<file path="src/rtl/code_prog_pkg.sv">
// code_prog_pkg: shared op, state and error encodings for code_prog_ctrl
package code_prog_pkg;
    typedef enum logic [1:0] {OP_UNLOCK, OP_PROGRAM, OP_WP_SET, OP_RSVD} op_e;
    typedef enum logic [1:0] {S_IDLE, S_PROG, S_VERIFY, S_DONE} state_e;
    localparam logic [1:0] ERR_OK    = 2'd0;
    localparam logic [1:0] ERR_WP    = 2'd1;
    localparam logic [1:0] ERR_ARM   = 2'd2;
    localparam logic [1:0] ERR_ABORT = 2'd3;
    localparam logic [31:0] DEFAULT_UNLOCK_KEY = 32'hC0DE_5A5A;
endpackage

</file>
<file path="src/rtl/code_prog_ctrl.sv">
// code_prog_ctrl: sequences unlock/program/write-protect commands into code storage.
// Define CODE_PROG_VERIFY_EN to add a read-back VERIFY cycle after each program pulse.
module code_prog_ctrl
    import code_prog_pkg::*;
#(
    parameter int          ADDR_W      = 16,
    parameter int          DATA_W      = 32,
    parameter int          PROG_CYCLES = 8,
    parameter logic [31:0] UNLOCK_KEY  = DEFAULT_UNLOCK_KEY
) (
    input  logic              clk,
    input  logic              rst_n,
    input  logic              cmd_valid_i,
    output logic              cmd_ready_o,
    input  logic [1:0]        cmd_op_i,
    input  logic [ADDR_W-1:0] cmd_addr_i,
    input  logic [DATA_W-1:0] cmd_data_i,
    input  logic              wp_i,
    output logic              wp_set_o,
    output logic              mem_we_o,
    output logic [ADDR_W-1:0] mem_addr_o,
    output logic [DATA_W-1:0] mem_wdata_o,
    input  logic [DATA_W-1:0] mem_rdata_i,
    output logic              busy_o,
    output logic              done_o,
    output logic [1:0]        err_o
);
    state_e            r_state;
    logic              r_armed;
    logic              r_wp_set;
    logic              r_we;
    logic              r_done;
    logic [7:0]        r_cnt;
    logic [1:0]        r_err;
    logic [ADDR_W-1:0] r_addr;
    logic [DATA_W-1:0] r_wdata;
    op_e               w_op;
    logic              w_key_ok;

    assign w_op        = op_e'(cmd_op_i);
    assign w_key_ok    = cmd_data_i[31:0] == UNLOCK_KEY;
    assign cmd_ready_o = r_state == S_IDLE;
    assign busy_o      = r_state != S_IDLE;
    assign wp_set_o    = r_wp_set;
    assign mem_we_o    = r_we;
    assign mem_addr_o  = r_addr;
    assign mem_wdata_o = r_wdata;
    assign done_o      = r_done;
    assign err_o       = r_err;

`ifndef CODE_PROG_VERIFY_EN
    logic w_unused_rdata;
    assign w_unused_rdata = ^mem_rdata_i;
`endif

    always_ff @(posedge clk or negedge rst_n) begin
        if (!rst_n) begin
            r_state  <= S_IDLE;
            r_armed  <= 1'b0;
            r_wp_set <= 1'b0;
            r_we     <= 1'b0;
            r_done   <= 1'b0;
            r_cnt    <= 8'd0;
            r_err    <= ERR_OK;
            r_addr   <= '0;
            r_wdata  <= '0;
        end else begin
            r_done   <= 1'b0;
            r_wp_set <= 1'b0;
            case (r_state)
                S_IDLE: if (cmd_valid_i) begin
                    r_armed <= 1'b0;
                    r_state <= S_DONE;
                    r_done  <= 1'b1;
                    case (w_op)
                        OP_UNLOCK: begin
                            r_err   <= !w_key_ok ? ERR_ARM : (wp_i ? ERR_WP : ERR_OK);
                            r_armed <= w_key_ok && !wp_i;
                        end
                        OP_PROGRAM: begin
                            if (wp_i) r_err <= ERR_WP;
                            else if (!r_armed) r_err <= ERR_ARM;
                            else begin
                                r_state <= S_PROG;
                                r_done  <= 1'b0;
                                r_we    <= 1'b1;
                                r_cnt   <= 8'(PROG_CYCLES);
                                r_addr  <= cmd_addr_i;
                                r_wdata <= cmd_data_i;
                            end
                        end
                        OP_WP_SET: begin
                            r_wp_set <= 1'b1;
                            r_err    <= ERR_OK;
                        end
                        default: r_err <= ERR_ARM;
                    endcase
                end
                S_PROG: begin
                    r_cnt <= r_cnt - 8'd1;
                    // a write-protect arriving mid-pulse wins over normal completion
                    if (wp_i) begin
                        r_we    <= 1'b0;
                        r_err   <= ERR_ABORT;
                        r_state <= S_DONE;
                        r_done  <= 1'b1;
                    end else if (r_cnt == 8'd1) begin
                        r_we <= 1'b0;
`ifdef CODE_PROG_VERIFY_EN
                        r_state <= S_VERIFY;
`else
                        r_state <= S_DONE;
                        r_done  <= 1'b1;
                        r_err   <= ERR_OK;
`endif
                    end
                end
`ifdef CODE_PROG_VERIFY_EN
                S_VERIFY: begin
                    r_err   <= (mem_rdata_i == r_wdata) ? ERR_OK : ERR_ABORT;
                    r_state <= S_DONE;
                    r_done  <= 1'b1;
                end
`endif
                default: r_state <= S_IDLE;
            endcase
            if (wp_i) r_armed <= 1'b0;
        end
    end
endmodule

</file>
<file path="config.mk">
export PLATFORM = sky130hd
export DESIGN_NAME = code_prog_ctrl
export DESIGN_NICKNAME = d
export VERILOG_FILES = /design/src/rtl/code_prog_pkg.sv /design/src/rtl/code_prog_ctrl.sv
export SDC_FILE = /design/constraint.sdc
export NUM_CORES = 1
export LEC_CHECK = 0
export ABC_AREA = 1
export CAP_MARGIN = 20
export CORE_MARGIN = 2
export CORE_UTILIZATION = 43
export CTS_BUF_LIST = sky130_fd_sc_hd__clkbuf_16
export DETAILED_ROUTE_END_ITERATION = 10
export PLACE_DENSITY_LB_ADDON = 0.08
export SYNTH_ARGS = -nofsm -noshare
export SYNTH_HDL_FRONTEND = slang
export SYNTH_SLANG_ARGS = --single-unit
export TNS_END_PERCENT = 20
</file>
<file path="constraint.sdc">
create_clock -name clk -period 2.41 [get_ports clk]
set_clock_uncertainty 0.2 [all_clocks]
set_input_delay 0.482 -clock clk [delete_from_list [all_inputs] [get_ports clk]]
set_output_delay 0.482 -clock clk [all_outputs]
set_load 0.02 [all_outputs]
</file>
Word level (Yosys, flattened, before mapping)

Index checks and enable logic that the tools add are counted.
Widths: inputs -> output; s select.

Output and inout port bits: 55
Register bits: 64
Word-level logic and storage cells: 78

Multiplexer cells: 42
Reduce and logical (&&, ||, !) cells: 14
Add/subtract/negate cells: 1
Equality and inequality tests: 11
Bitwise logic cells: 1

Operator list:

| cell                 | number |
|---|---|
| $eq 32x32->1 const B | 1 |
| $mux 8               | 4 |
| $mux 2               | 12 |
| $mux 1               | 20 |
| $pmux 8 s2           | 1 |
| $reduce_and 5->1     | 2 |
| $eq 8x1->1 const B   | 1 |
| $pmux 2 s2           | 2 |
| $reduce_bool 2->1    | 4 |
| $sub 8x1->8 const B  | 1 |
| $pmux 2 s3           | 1 |
| $reduce_and 6->1     | 1 |
| $eq 2x1->1 const B   | 2 |
| $logic_not 2->1      | 2 |
| $ne 2x1->1 const B   | 2 |
| $ne 2x2->1 const B   | 2 |
| $ne 4x4->1 const B   | 1 |
| $pmux 1 s2           | 2 |
| $reduce_and 2->1     | 2 |
| $reduce_and 4->1     | 1 |
| $ne 3x3->1 const B   | 1 |
| $eq 2x2->1 const B   | 1 |
| $logic_and 1x1->1    | 1 |
| $logic_not 1->1      | 1 |
| $not 1->1            | 1 |

Depth between registers and ports, before layout

Depth after elaboration: 6
Gate-level depth with buffers: 10
Depth with buffers taken out: 10

Least setup slack after synthesis

Ideal clock, no wire load.

Kind: flip-flop to flip-flop
Start point: register r_state[0]
End point: register r_cnt[2]
Library setup time: 117 ps
Clock period less this slack: 1,830 ps
Setup slack: 580 ps
Arrival: 1,513 ps
Cell stages (with the launch flop): 9
Path through: dfrtp_1 -> nor2_1 -> inv_1 -> o21ai_2 -> inv_2 -> nand2_1 -> nand2_1 -> nand2_1 -> nor2_1

Word-level cells in the longest chain between the ends: 3

RTL lines:

| element                                            | RTL line              | source |
|---|---|---|
| start, declared                                    | code_prog_ctrl.sv:28  | `state_e r_state;` |
| start signal, assigned                             | code_prog_ctrl.sv:58  | `r_state <= S_IDLE;` |
| start signal, assigned                             | code_prog_ctrl.sv:73  | `r_state <= S_DONE;` |
| start signal, assigned                             | code_prog_ctrl.sv:84  | `r_state <= S_PROG;` |
| $logic_not 2->1 (*)                                | -                     |  |
| via cmd_ready_o                                    | code_prog_ctrl.sv:14  | `output logic cmd_ready_o,` |
| $ne 2x1->1 (no line), or another cell as far along | -                     |  |
| $reduce_and 5->1 (no line)                         | -                     |  |
| end signal, assigned                               | code_prog_ctrl.sv:87  | `r_cnt <= 8'(PROG_CYCLES);` |
| end signal, assigned                               | code_prog_ctrl.sv:100 | `r_cnt <= r_cnt - 8'd1;` |
| end, declared                                      | code_prog_ctrl.sv:33  | `logic [7:0] r_cnt;` |

Mark *: on every way through the listed nets, which the timed path passes. The rest lies on a longest branch.
A chain may end at the register's enable or synchronous reset.

Final worst setup path

Start point: register r_state[0]
End point: output busy_o

Word-level cells in the longest chain between the ends: 1

RTL lines:

| element           | RTL line             | source |
|---|---|---|
| $reduce_bool 2->1 | code_prog_ctrl.sv:43 | `assign busy_o = r_state != S_IDLE;` |
| end, declared     | code_prog_ctrl.sv:24 | `output logic busy_o,` |

Every way passes these cells.

==> flow_results.org <==
** Timing
- The final hold violation count is 0.
- The clock period could shrink to 2230 ps.
- For the pin with the worst max-slew slack, the measured transition is 555 ps.
- The max-slew violation count was 0.
- Summed over all failing endpoints, the final setup total negative slack is 0 ps.
- Setup repair after global routing left no endpoint under its margin.
- Max-Slew Margin vs Limit :: 63.0%
- Number of failing setup endpoints in the final timing report :: 0
- The final critical path takes up 92.4% of the cycle.
- For this run, the top clock speed supported by timing is 0.449 GHz.

** Clocking
- Number of clock buffers inserted by TritonCTS :: 9
- Number of H-tree levels :: 3
- In this run the post-CTS setup repair buffer count came out at 0.
- TritonCTS built the clock tree.
- Register clock-pin slew on the reported worst setup and hold paths :: 50 ps
- Post-cts repair resize count :: 0
- At the later pin of the worst-skew pair, clock insertion delay measures 320 ps.
- Root buf cell :: sky130_fd_sc_hd__clkbuf_16
- Maximum number of buffers from clock root to sink :: 2
- Clock tree synthesis found a total of 64 sinks.

** Hold path
- Hold Crit Class :: reg -> reg
- Along the worst hold path, the cell count comes to 2.

** Detailed routing
- The routed design has 6310 um of wire.
- For this block, the initial DRC count from the detailed router was 102.
- The pre-antenna-repair detailed-routing pass consisted of 4 iterations.
- Number of nets with antenna violations after detailed routing :: 0
- Average routed wire per standard cell :: 13.4 um
- Vias per cell :: 4.66
- The routed layout has 2194 vias.
- After detailed routing, the number of remaining DRC violations is 0.

** Logic synthesis
- Leading area contributor after synthesis :: sky130_fd_sc_hd__dfrtp_1
- Summing the areas of all fa, ha and maj instances in the mapped netlist gives 0.902% of the synthesized area.
- Synthesized-area fraction occupied by xor and xnor cells :: 1.58%
- Of the total synthesized cell area, the portion taken by AND, OR, NAND and NOR gates is 14.5%.
- Multiplexer cells account for 13.8% of the synthesized area.
- Share of the synthesized area in compound gates (AO/OA/AOI/OAI) :: 5.86%
- EDFF count, synth :: 0
- Total number of yosys warnings :: 0
- Syn_nets :: 359
- Dominant combinational cell family by area after synthesis :: simple AND/OR/NAND/NOR gates
- Flip-flop and latch count after synthesis :: 64
- Distinct cell type count after synthesis :: 23
- Sequential cells were found to cover 57.7% of the synthesized design area.
- In the post-synthesis netlist, the biggest area contributors are sky130_fd_sc_hd__dfrtp_1 58%, sky130_fd_sc_hd__mux2_2 11%, sky130_fd_sc_hd__nand2_1 8.4%.
- The share of synthesized area in the top cell type comes to 57.7%.
- Proportion of synthesized flip-flops having asynchronous set or reset :: 100%
- Mean cell area of the mapped netlist :: 10.2 um^2
- Gate count after technology mapping :: 271
- The cell area that synthesis handed to floorplanning was 0.00278 mm^2.
- Most used flip-flop cell after synthesis :: sky130_fd_sc_hd__dfrtp_1

** Global routing
- GR Util met3 :: 8.55%
- Met2 demand-to-capacity share in global routing :: 29.9%
- Global route overflow :: 0
- Global route hottest layer :: met2
- Global router's overall resource usage :: 18.9%
- The first global-routing pass estimated 10400 um of wire.
- Maximum number of pins on one net before global-route repair :: 37
- Global routing consumed, on the met1 layer, 22.5% of the routing resources.
- The number of antenna violations at the first check in global routing is 0.
- Number of global-route vias before repair :: 2334

** Setup path
- STA classifies the critical path endpoint as an output port.
- The worst register-to-register path has a depth of 8.
- The startpoint identified for the worst register-to-register timing path is r_cnt[3].
- Setup slack on the worst reg-to-reg path comes out at 660 ps.
- Data on the critical path is required at its endpoint by 1730 ps.
- End of the worst register-to-register path :: err_o[0]
- Critical path arrival :: 1550 ps
- The critical path is of the reg -> out type.
- Crit path launch :: r_state[0]
- CP startpoint kind :: flop
- Critical path peak fanout :: 3
- Following the worst setup path forward leads to its endpoint at busy_o.

** Floorplanning
- The core region is 0.00628 mm^2.
- The floorplan step defined a die boundary enclosing 0.00711 mm^2.
- For this configuration, the core starts out at a cell density of 44.2%.
- DIE WIDTH :: 84.3 um
- Row generation in the floorplan step produced 29 rows.
- IO Pins :: 141
- Measured along the y axis, the die boundary spans 84.3 um.

** Power
- Power Dens Cells :: 944 mW/mm^2
- VDD IR max :: 0.607 mV
- In this run the static leakage power is 2.07 nW.
- Overall Power :: 0.00406 W

** Placement
- At the end of routability-driven placement, the weighted congestion stood at 0.840.
- In this run the tool buffered the top-level ports with 108 buffer cells.
- Area post-placement :: 0.00398 mm^2
- Summed over all nets, the half-perimeter wirelength after detailed placement is 4670 um.

** Final layout
- Final standard cell utilization of the core :: 68.5%
- Final Instance Area :: 0.00430 mm^2
- Number of inserted diodes :: 0
- In the final layout, the share of cells above drive strength 1 is 16.0%.
- Net count reported at finish :: 477
- The area growth from synthesis to layout is 55.0%.

** Flow run
- Across the run, the number of max-cap violations was 0.

** Status
- The flow ran to the end, and the final reports show no timing, DRC or antenna violations.
==> state kept, by name, summed over array words and instances, names as in the netlist <==
| signal | cells |
|---|---|
| mem_wdata_o | 32 |
| r_armed | 1 |
| r_cnt | 8 |
| err_o | 2 |
| mem_addr_o | 16 |
| mem_we_o | 1 |
| wp_set_o | 1 |
| done_o | 1 |
| r_state | 2 |
==> how the worst min path moves through the flow <==
| stage | from | endpoint | slack (ps) |
|---|---|---|---|
| 3_3_place_gp | mem_we_o | mem_we_o | 260 |
| 2_1_floorplan | rst_n | done_o | -10 |
| 6_report | mem_we_o | mem_we_o | 270 |
| 3_5_place_dp | mem_we_o | mem_we_o | 260 |
| 4_1_cts | mem_we_o | mem_we_o | 280 |
| 5_1_grt | mem_wdata_o[25] | mem_wdata_o[25] | 310 |
==> critical path, cell delays in order (launching register included) <==
cell	delay [ps]
sky130_fd_sc_hd__dfrtp_1	410
sky130_fd_sc_hd__nor2_1	160
sky130_fd_sc_hd__inv_1	110
sky130_fd_sc_hd__clkdlybuf4s50_1	550
==> timing repair <==
item,CTS,global route
hold buffers,1,0
endpoints found under the setup margin,0,0
hold endpoints to repair,21,0
==> layout by cell type, fill, tap and decap left out, drive strengths merged <==
master	synthesis	routed
nand3	4	4
clkbuf	3	9
clkinvlp	0	1
bufinv	0	2
inv	30	30
mux2	32	32
buf	4	6
nor3	2	2
nand4	1	1
clkinv	0	4
dlygate4sd3	0	1
ha	2	2
clkdlybuf4s50	0	107
o22ai	1	1
a21oi	3	3
xor2	5	5
a211oi	1	1
o21ai	26	26
nor2	29	29
nand2	64	64
dfrtp	64	64
==> metrics by stage <==
step | hold slack, ps | setup WS, ps | instances
floorplan | -13.6 | 580 | 271
global placement | 261 | 183 | 454
detailed placement | 263 | 165 | 454
CTS | 276 | 194 | 471
global route | 305 | 129 | 471
finish | 273 | 183 | 471
==> power breakdown <==
part           switching, W  leakage, nW  internal, W  total (W)
Clock              0.000450        0.153     0.000894    0.00134
Sequential         0.000143        0.864      0.00130    0.00145
Combinational      0.000657         1.05     0.000611    0.00127
Total               0.00125         2.07      0.00281    0.00406
==> final cells by class <==
type / count / area [um^2]
fill: 519 / 1980
tap: 77 / 96.3
timing repair buffer: 114 / 1160
clock inverter: 7 / 86.3
inverter: 30 / 113
clock buffer: 9 / 225
sequential: 64 / 1600
multi-input combinational: 170 / 1020
==> kinds of logic after synthesis <==
family	after synthesis
simple gates	100
fa+ha+maj	2
mux	32
flops	64
buf+inv	37
compound gates	31
xor+xnor	5
==> layer usage <==
metal	up-vias	share of wire (%)
li1	1100	-
met4	0	1.6
met1	1017	43
met2	70	46
met5	-	0
met3	7	9.1
==> synth_stat cells, drive strengths merged, types with 3 or more instances <==
cell	instances
xor2	5
nor2	29
inv	30
o21ai	26
a21oi	3
mux2	32
clkbuf	3
nand3	4
buf	4
nand2	64
dfrtp	64
Note: power is estimated with default switching activity, not from simulation.
